`src/rtl/date_set_sequencer.sv`:
```
// date_set_sequencer: manual-adjust front end for the century clock.
// On start, steps each BCD field (year, mon, day, hour, min, sec) toward a
// latched target using single-cycle up/down pulses, then reports done or a
// per-field timeout through error/err_field.
// Optional feature: define SHORTEST_PATH_EN to pick the shorter modular
// direction for sec, min, hour and mon (day and year stay direct compare).
module date_set_sequencer #(
    parameter int SETTLE_CYC = 2,
    parameter int MAX_STEPS  = 10000,
    parameter int STEP_W     = 14
) (
    input  logic        clk,
    input  logic        rst_n,
    input  logic        start,
    input  logic        abort,
    input  logic [7:0]  tgt_sec,
    input  logic [7:0]  tgt_min,
    input  logic [7:0]  tgt_hour,
    input  logic [7:0]  tgt_day,
    input  logic [7:0]  tgt_mon,
    input  logic [15:0] tgt_year,
    input  logic [7:0]  cur_sec,
    input  logic [7:0]  cur_min,
    input  logic [7:0]  cur_hour,
    input  logic [7:0]  cur_day,
    input  logic [7:0]  cur_mon,
    input  logic [15:0] cur_year,
    output logic        up_s,
    output logic        down_s,
    output logic        up_m,
    output logic        down_m,
    output logic        up_h,
    output logic        down_h,
    output logic        up_d,
    output logic        down_d,
    output logic        up_mo,
    output logic        down_mo,
    output logic        up_y,
    output logic        down_y,
    output logic        en_s_gate,
    output logic        busy,
    output logic        done,
    output logic        error,
    output logic [2:0]  err_field
);

    localparam int SET_W = (SETTLE_CYC > 2) ? $clog2(SETTLE_CYC) : 1;

    // Field index doubles as the err_field code: 0=year ... 5=sec
    localparam logic [2:0] F_YEAR = 3'd0;
    localparam logic [2:0] F_SEC  = 3'd5;

    typedef enum logic [2:0] {
        S_IDLE,
        S_CHECK,
        S_PULSE,
        S_SETTLE,
        S_DONE,
        S_ERR
    } state_t;

    state_t            state;
    logic [2:0]        field;
    logic [STEP_W-1:0] step;
    logic [SET_W-1:0]  settle_cnt;

    logic [7:0]        t_sec, t_min, t_hour, t_day, t_mon;
    logic [15:0]       t_year;

    // Bit i of each vector drives the pulse for field index i
    logic [5:0]        up_v, dn_v;

    logic [15:0]       cur_f, tgt_f;
    logic              go_up;

    assign up_y    = up_v[0];
    assign up_mo   = up_v[1];
    assign up_d    = up_v[2];
    assign up_h    = up_v[3];
    assign up_m    = up_v[4];
    assign up_s    = up_v[5];
    assign down_y  = dn_v[0];
    assign down_mo = dn_v[1];
    assign down_d  = dn_v[2];
    assign down_h  = dn_v[3];
    assign down_m  = dn_v[4];
    assign down_s  = dn_v[5];

    // Select the live and target value of the field currently being adjusted
    always_comb begin
        cur_f = '0;
        tgt_f = '0;
        case (field)
            3'd0:    begin cur_f = cur_year;          tgt_f = t_year;          end
            3'd1:    begin cur_f = {8'h00, cur_mon};  tgt_f = {8'h00, t_mon};  end
            3'd2:    begin cur_f = {8'h00, cur_day};  tgt_f = {8'h00, t_day};  end
            3'd3:    begin cur_f = {8'h00, cur_hour}; tgt_f = {8'h00, t_hour}; end
            3'd4:    begin cur_f = {8'h00, cur_min};  tgt_f = {8'h00, t_min};  end
            default: begin cur_f = {8'h00, cur_sec};  tgt_f = {8'h00, t_sec};  end
        endcase
    end

`ifdef SHORTEST_PATH_EN
    function automatic logic [7:0] bcd2bin(input logic [7:0] b);
        return ({4'd0, b[7:4]} * 8'd10) + {4'd0, b[3:0]};
    endfunction

    logic signed [9:0] sp_mod, sp_diff, sp_dist;
    logic              sp_wrap;

    // Direction choice: shorter modular distance for wrapping fields, ties up.
    // Month's 1..12 offset cancels in the difference, so no rebasing is needed.
    always_comb begin
        sp_wrap = 1'b1;
        sp_mod  = 10'sd60;
        case (field)
            3'd1:      sp_mod = 10'sd12;
            3'd3:      sp_mod = 10'sd24;
            3'd4, 3'd5: sp_mod = 10'sd60;
            default:   sp_wrap = 1'b0;
        endcase
        sp_diff = $signed({2'b00, bcd2bin(tgt_f[7:0])}) - $signed({2'b00, bcd2bin(cur_f[7:0])});
        sp_dist = (sp_diff < 0) ? (sp_diff + sp_mod) : sp_diff;
        go_up   = sp_wrap ? ((sp_dist <<< 1) <= sp_mod) : (tgt_f > cur_f);
    end
`else
    // Direction choice: packed-BCD unsigned compare orders like binary
    always_comb begin
        go_up = (tgt_f > cur_f);
    end
`endif

    // Sequencer FSM with registered pulse and status outputs
    always_ff @(posedge clk or negedge rst_n) begin
        if (!rst_n) begin
            state      <= S_IDLE;
            field      <= F_YEAR;
            step       <= '0;
            settle_cnt <= '0;
            t_sec      <= '0;
            t_min      <= '0;
            t_hour     <= '0;
            t_day      <= '0;
            t_mon      <= '0;
            t_year     <= '0;
            up_v       <= '0;
            dn_v       <= '0;
            en_s_gate  <= 1'b1;
            busy       <= 1'b0;
            done       <= 1'b0;
            error      <= 1'b0;
            err_field  <= '0;
        end else begin
            up_v <= '0;
            dn_v <= '0;
            done <= 1'b0;
            if (abort) begin
                if (state != S_IDLE) begin
                    state     <= S_IDLE;
                    busy      <= 1'b0;
                    en_s_gate <= 1'b1;
                end
            end else begin
                case (state)
                    S_IDLE: begin
                        if (start) begin
                            t_sec     <= tgt_sec;
                            t_min     <= tgt_min;
                            t_hour    <= tgt_hour;
                            t_day     <= tgt_day;
                            t_mon     <= tgt_mon;
                            t_year    <= tgt_year;
                            busy      <= 1'b1;
                            en_s_gate <= 1'b0;
                            error     <= 1'b0;
                            field     <= F_YEAR;
                            step      <= '0;
                            state     <= S_CHECK;
                        end
                    end
                    S_CHECK: begin
                        if (cur_f == tgt_f) begin
                            step <= '0;
                            if (field == F_SEC) begin
                                state <= S_DONE;
                            end else begin
                                field <= field + 3'd1;
                            end
                        end else if (step == STEP_W'(MAX_STEPS)) begin
                            state <= S_ERR;
                        end else begin
                            state <= S_PULSE;
                        end
                    end
                    S_PULSE: begin
                        if (go_up) begin
                            up_v <= 6'b000001 << field;
                        end else begin
                            dn_v <= 6'b000001 << field;
                        end
                        step       <= step + 1'b1;
                        settle_cnt <= '0;
                        state      <= (SETTLE_CYC == 0) ? S_CHECK : S_SETTLE;
                    end
                    S_SETTLE: begin
                        if (settle_cnt == SET_W'(SETTLE_CYC - 1)) begin
                            state <= S_CHECK;
                        end else begin
                            settle_cnt <= settle_cnt + 1'b1;
                        end
                    end
                    S_DONE: begin
                        done      <= 1'b1;
                        busy      <= 1'b0;
                        en_s_gate <= 1'b1;
                        state     <= S_IDLE;
                    end
                    S_ERR: begin
                        error     <= 1'b1;
                        err_field <= field;
                        busy      <= 1'b0;
                        en_s_gate <= 1'b1;
                        state     <= S_IDLE;
                    end
                    default: state <= S_IDLE;
                endcase
            end
        end
    end

endmodule
```
`config.mk`:
```
export PLATFORM = sky130hd
export DESIGN_NAME = date_set_sequencer
export DESIGN_NICKNAME = d
export VERILOG_FILES = /design/src/rtl/date_set_sequencer.sv
export SDC_FILE = /design/constraint.sdc
export NUM_CORES = 1
export LEC_CHECK = 0
export CAP_MARGIN = 15
export CELL_PAD_IN_SITES_DETAIL_PLACEMENT = 1
export CELL_PAD_IN_SITES_GLOBAL_PLACEMENT = 2
export CORE_MARGIN = 4
export CORE_UTILIZATION = 32
export CTS_BUF_LIST = sky130_fd_sc_hd__clkbuf_8
export DETAILED_ROUTE_END_ITERATION = 10
export PLACE_DENSITY = 0.93
export SETUP_SLACK_MARGIN = 0.4
export SLEW_MARGIN = 10
export SYNTH_ARGS = -nofsm -noshare
export SYNTH_HDL_FRONTEND = slang
export SYNTH_SLANG_ARGS = --single-unit
```
`constraint.sdc`:
```
create_clock -name clk -period 3.98 [get_ports clk]
set_clock_uncertainty 0.15 [all_clocks]
set_input_delay 0.995 -clock clk [delete_from_list [all_inputs] [get_ports clk]]
set_output_delay 0.995 -clock clk [all_outputs]
set_load 0.005 [all_outputs]
```
==> qor_table.md <==
| Metric | Reported | Unit |
|:---|:---|:---|
| Area Growth Syn to Fin | 42.20 | % |
| TritonCTS sink count | 96 | - |
| Setup repair after global routing missed its margin | true | - |
| Clock tree from TritonCTS | done | - |
| Initial antenna violation count | 0 | - |
| # port buffers | 134 | - |
| Half-perimeter wire length of the detailed placement result | 12770 | um |
| Area after detailed placement | 6675 | um^2 |
| Cells after Synth | 469 | - |
| Largest delay contributor family on the critical path | compound AO/OA/AOI/OAI gates | - |
| Run status | finished, final reports clean | - |
| Register-to-register setup slack | 0.37 | ns |
| Average wire per standard cell | 21.90 | um |
| FMAX | 276.9 | MHz |
| Maximum single-stage delay on the critical path | 0.45 | ns |
| Total power of the final layout | 3.845 | mW |
| Total of max-cap violations | 0 | - |
| Pin count of the biggest net entering global routing | 58 | - |
| Flip-flop cell with the highest count after synthesis | sky130_fd_sc_hd__dfrtp_1 | - |
| DIE AREA | 18010 | um^2 |
| Number of detailed-route iterations in the first pass | 4 | - |
| Number of CTS-inserted buffers | 9 | - |
| Share of Yosys cell area claimed by the top area cell type | 46.65 | % |
| Count of final hold-check violations | 0 | - |
| Series of cell instances along the critical path | buf_4, ha_4, ha_4, buf_4, a222oi_1, o211ai_1, o21a_1, ha_4, nand4_1, nor4_2, o211ai_1, buf_4, a21oi_2, o21ai_0 | - |
| Peak ir drop on the vdd network | 0.2174 | mV |
| Leftover overflow at the end of global routing | 0 | - |
| Switching share of power | 38.90 | % |
| DRC violation count after routing | 0 | - |
| Cell at the root of the clock tree | sky130_fd_sc_hd__clkbuf_8 | - |
| Slowest library cell on the worst path | sky130_fd_sc_hd__a222oi_1 | - |
| Critical path launch point | field[1] | - |
| Pwr dens | 530.5 | nW/um^2 |
| Max_slew headroom | 35.54 | % |
| Gr usage total | 18.99 | % |
| RD Place Congestion | 0.8518 | - |
| Initial DRC Count | 319 | - |
| Average instance area after synthesis | 10.87 | um^2 |
| Buffer levels on the longest clock path | 2 | - |
| Relative contribution of sequential cells to total power | 35.8 | % |
| Number of nets in the final layout | 755 | - |
| Start-to-end type of the worst setup path | reg2reg | - |
| CTS H-tree depth | 3 | - |
| Number of buffers inserted by hold repair at cts | 0 | - |
| Period utilisation layout | 90.73 | % |
| Site row count | 45 | - |
| Chip height | 134.2 | um |
| Setup_tns | 0 | ns |
| Number of inserted diodes | 0 | - |
| Yosys cell types | 47 | - |
| Worst Min Path Start | t_year[9] | - |
| Number of nets with antenna violations after detailed routing | 0 | - |
| Final Routed Wirelength | 18220 | um |
| Area of the core | 15430 | um^2 |
| Part of the Yosys area used for sequential elements | 47.16 | % |
| YS warnings | 0 | - |
| Number of global-route vias before repair | 4958 | - |
| Number of buffer and inverter stages on the critical path | 3 | - |
| I/O pin total | 135 | - |
| Share of cells above drive strength 1 | 24.80 | % |
| CP Capture Type | register | - |
| Skew-Pair Late Insertion Delay | 0.39 | ns |
| Final Max Slew Viols | 0 | - |
| Post-synthesis net count | 608 | - |
| Share of synthesized flip-flops with an asynchronous set or reset | 100.0 | % |
| Post-synth EDFFs | 0 | - |
| Slew at the pin closest to its max-slew limit | 0.9425 | ns |
| Proportion of power drawn by combinational gates | 46.5 | % |
| Final worst hold slack | 0.3528 | ns |
| Global-route wire length before repair | 26780 | um |
| Setup violations, final | 0 | - |
| Number of synthesized register bits | 96 | - |
| Critical Path Source Type | register | - |
| CP Data Arrival Time | 3.72 | ns |
| Post-synthesis cell area | 5096 | um^2 |
| Startpoint of the most critical register-to-register path | field[1] | - |
| Clock share of power | 17.6 | % |
| Max Fanout on Critical Path | 10 | - |
| Internal power contribution | 2.349 | mW |
| Clock slew at reported path FFs | 0.10 | ns |
| Design area | 7247 | um^2 |
| Kind of path behind the tightest hold check | reg2reg | - |
| Switching Power | 1.496 | mW |
| Detailed-route via count | 4551 | - |
| Time the worst path needs with I/O delays and setup | 3.611 | ns |
| Cell taking the most area after synthesis | sky130_fd_sc_hd__dfrtp_1 | - |
| Starting utilization of the core area | 33.03 | % |
| Worst path required time | 4.09 | ns |
| Routed vias/inst | 5.470 | - |
| Die W | 134.2 | um |
| LEAKAGE | 2.955 | nW |
| Dominant cells by area after synthesis | sky130_fd_sc_hd__dfrtp_1 47%, sky130_fd_sc_hd__mux2_2 13%, sky130_fd_sc_hd__ha_1 5.6% | - |
## worst register-to-register path, cell delays in order, from the launching register on
cell and delay, ns:
sky130_fd_sc_hd__dfrtp_1 0.40, sky130_fd_sc_hd__buf_4 0.14, sky130_fd_sc_hd__ha_4 0.16, sky130_fd_sc_hd__ha_4 0.17, sky130_fd_sc_hd__buf_4 0.18, sky130_fd_sc_hd__a222oi_1 0.46
sky130_fd_sc_hd__o211ai_1 0.19, sky130_fd_sc_hd__o21a_1 0.18, sky130_fd_sc_hd__ha_4 0.28, sky130_fd_sc_hd__nand4_1 0.16, sky130_fd_sc_hd__nor4_2 0.40, sky130_fd_sc_hd__o211ai_1 0.19
sky130_fd_sc_hd__buf_4 0.21, sky130_fd_sc_hd__a21oi_2 0.10, sky130_fd_sc_hd__o21ai_0 0.10
## sequential cells by signal, indices dropped and copies added, names as in the netlist
name        count
up_v            6
t_hour          8
done            1
t_mon           8
busy            1
error           1
state           3
t_day           8
en_s_gate       1
settle_cnt      1
dn_v            6
err_field       3
t_min           8
field           3
t_year         16
step           14
t_sec           8
## per-stage QoR
stage	cells	setup slack, ns	util (%)
2_1_floorplan	469	0.5226	-
3_3_place_gp	795	0.06127	43.27
3_5_place_dp	795	-0.04082	43.27
4_1_cts	817	0.4158	45.16
5_1_grt	832	0.2121	46.97
6_report	832	0.3690	46.97
## synth_stat cells (2+ instances only)
cell type and instances:
sky130_fd_sc_hd__dfrtp_1 95, sky130_fd_sc_hd__mux2_2 59, sky130_fd_sc_hd__o21ai_0 32, sky130_fd_sc_hd__nand2_1 28, sky130_fd_sc_hd__a21oi_1 25, sky130_fd_sc_hd__ha_1 23
sky130_fd_sc_hd__o211ai_1 19, sky130_fd_sc_hd__nor2_1 18, sky130_fd_sc_hd__a222oi_1 16, sky130_fd_sc_hd__a22oi_1 16, sky130_fd_sc_hd__buf_2 16, sky130_fd_sc_hd__clkbuf_1 14
sky130_fd_sc_hd__and2_1 9, sky130_fd_sc_hd__inv_1 9, sky130_fd_sc_hd__nand3_1 9, sky130_fd_sc_hd__nand4_1 9, sky130_fd_sc_hd__a31oi_1 8, sky130_fd_sc_hd__o21a_1 8
sky130_fd_sc_hd__nor3_2 7, sky130_fd_sc_hd__nor2b_1 5, sky130_fd_sc_hd__nand2b_1 4, sky130_fd_sc_hd__nor3_1 4, sky130_fd_sc_hd__and3_1 3, sky130_fd_sc_hd__nor4_1 3
sky130_fd_sc_hd__or3_1 3, sky130_fd_sc_hd__a21o_1 2, sky130_fd_sc_hd__and4_1 2, sky130_fd_sc_hd__buf_4 2, sky130_fd_sc_hd__o21bai_1 2, sky130_fd_sc_hd__o22ai_1 2
## final cells by class
cell class / count / area [um^2]
fillers: 1674 / 8180
multi-input cells: 331 / 2708
flip-flops and latches: 96 / 2406
repair buffers: 169 / 1632
well taps: 211 / 264.0
clock buffers: 10 / 137.6
clock inverters: 6 / 66.31
inverters: 9 / 33.78
## cells by family after synthesis
| group | share of synthesized area, % |
|---|---|
| flip-flops | 47.16 |
| adder cells (fa/ha/maj) | 5.647 |
| multiplexers | 13.04 |
| AO/OA/AOI/OAI | 17.90 |
| buffers and inverters | 3.879 |
| AND/OR/NAND/NOR | 12.37 |
## path summary, 6_finish.rpt
check	end	cells past startpoint
worst max-delay path	step[13]	14
worst min-delay path	t_year[9]	1
worst max register to register	step[13]	14
worst min register to register	t_year[9]	1
max in group asynchronous	en_s_gate	2
min in group asynchronous	t_hour[5]	1
## per-layer routing
layer | share of wire (%) | vias to the layer above | track usage, %
met5 | 0 | - | 0
met4 | 2.5 | 0 | 7.240
met3 | 5.5 | 30 | 4.426
met2 | 52 | 147 | 33.97
met1 | 40 | 2312 | 22.03
li1 | - | 2062 | -
## cells in the final DEF, fill, tap and decap left out, types with 8 or more instances in the layout
cell,synthesis,routed
sky130_fd_sc_hd__a21oi_1,25,23
sky130_fd_sc_hd__a222oi_1,16,16
sky130_fd_sc_hd__a22oi_1,16,16
sky130_fd_sc_hd__a31oi_1,8,8
sky130_fd_sc_hd__and2_1,9,8
sky130_fd_sc_hd__buf_4,2,28
sky130_fd_sc_hd__clkbuf_8,0,10
sky130_fd_sc_hd__clkdlybuf4s50_1,0,133
sky130_fd_sc_hd__dfrtp_1,95,93
sky130_fd_sc_hd__ha_1,23,16
sky130_fd_sc_hd__inv_1,9,8
sky130_fd_sc_hd__mux2_2,59,59
sky130_fd_sc_hd__nand2_1,28,27
sky130_fd_sc_hd__nand4_1,9,9
sky130_fd_sc_hd__nor2_1,18,18
sky130_fd_sc_hd__o211ai_1,19,19
sky130_fd_sc_hd__o21a_1,8,8
sky130_fd_sc_hd__o21ai_0,32,19
## timing repair
| action | CTS | global route |
|---|---|---|
| resized for setup | 9 | 49 |
| cloned | 1 | 3 |
| pin swaps | 3 | 25 |
| endpoints found under the setup margin | 32 | 32 |
| buffers inserted | 5 | 12 |
## power by group through the flow
stage          Sequential, mW  Clock (mW)  Combinational, mW
5_1_grt                  1.40       0.729               1.93
3_3_place_gp             1.36           0               1.47
3_5_place_dp             1.39           0               1.56
2_1_floorplan            1.32           0               1.07
6_report                 1.38       0.679               1.79
4_1_cts                  1.37       0.692               1.62
Note: power is estimated with default switching activity, not from simulation.
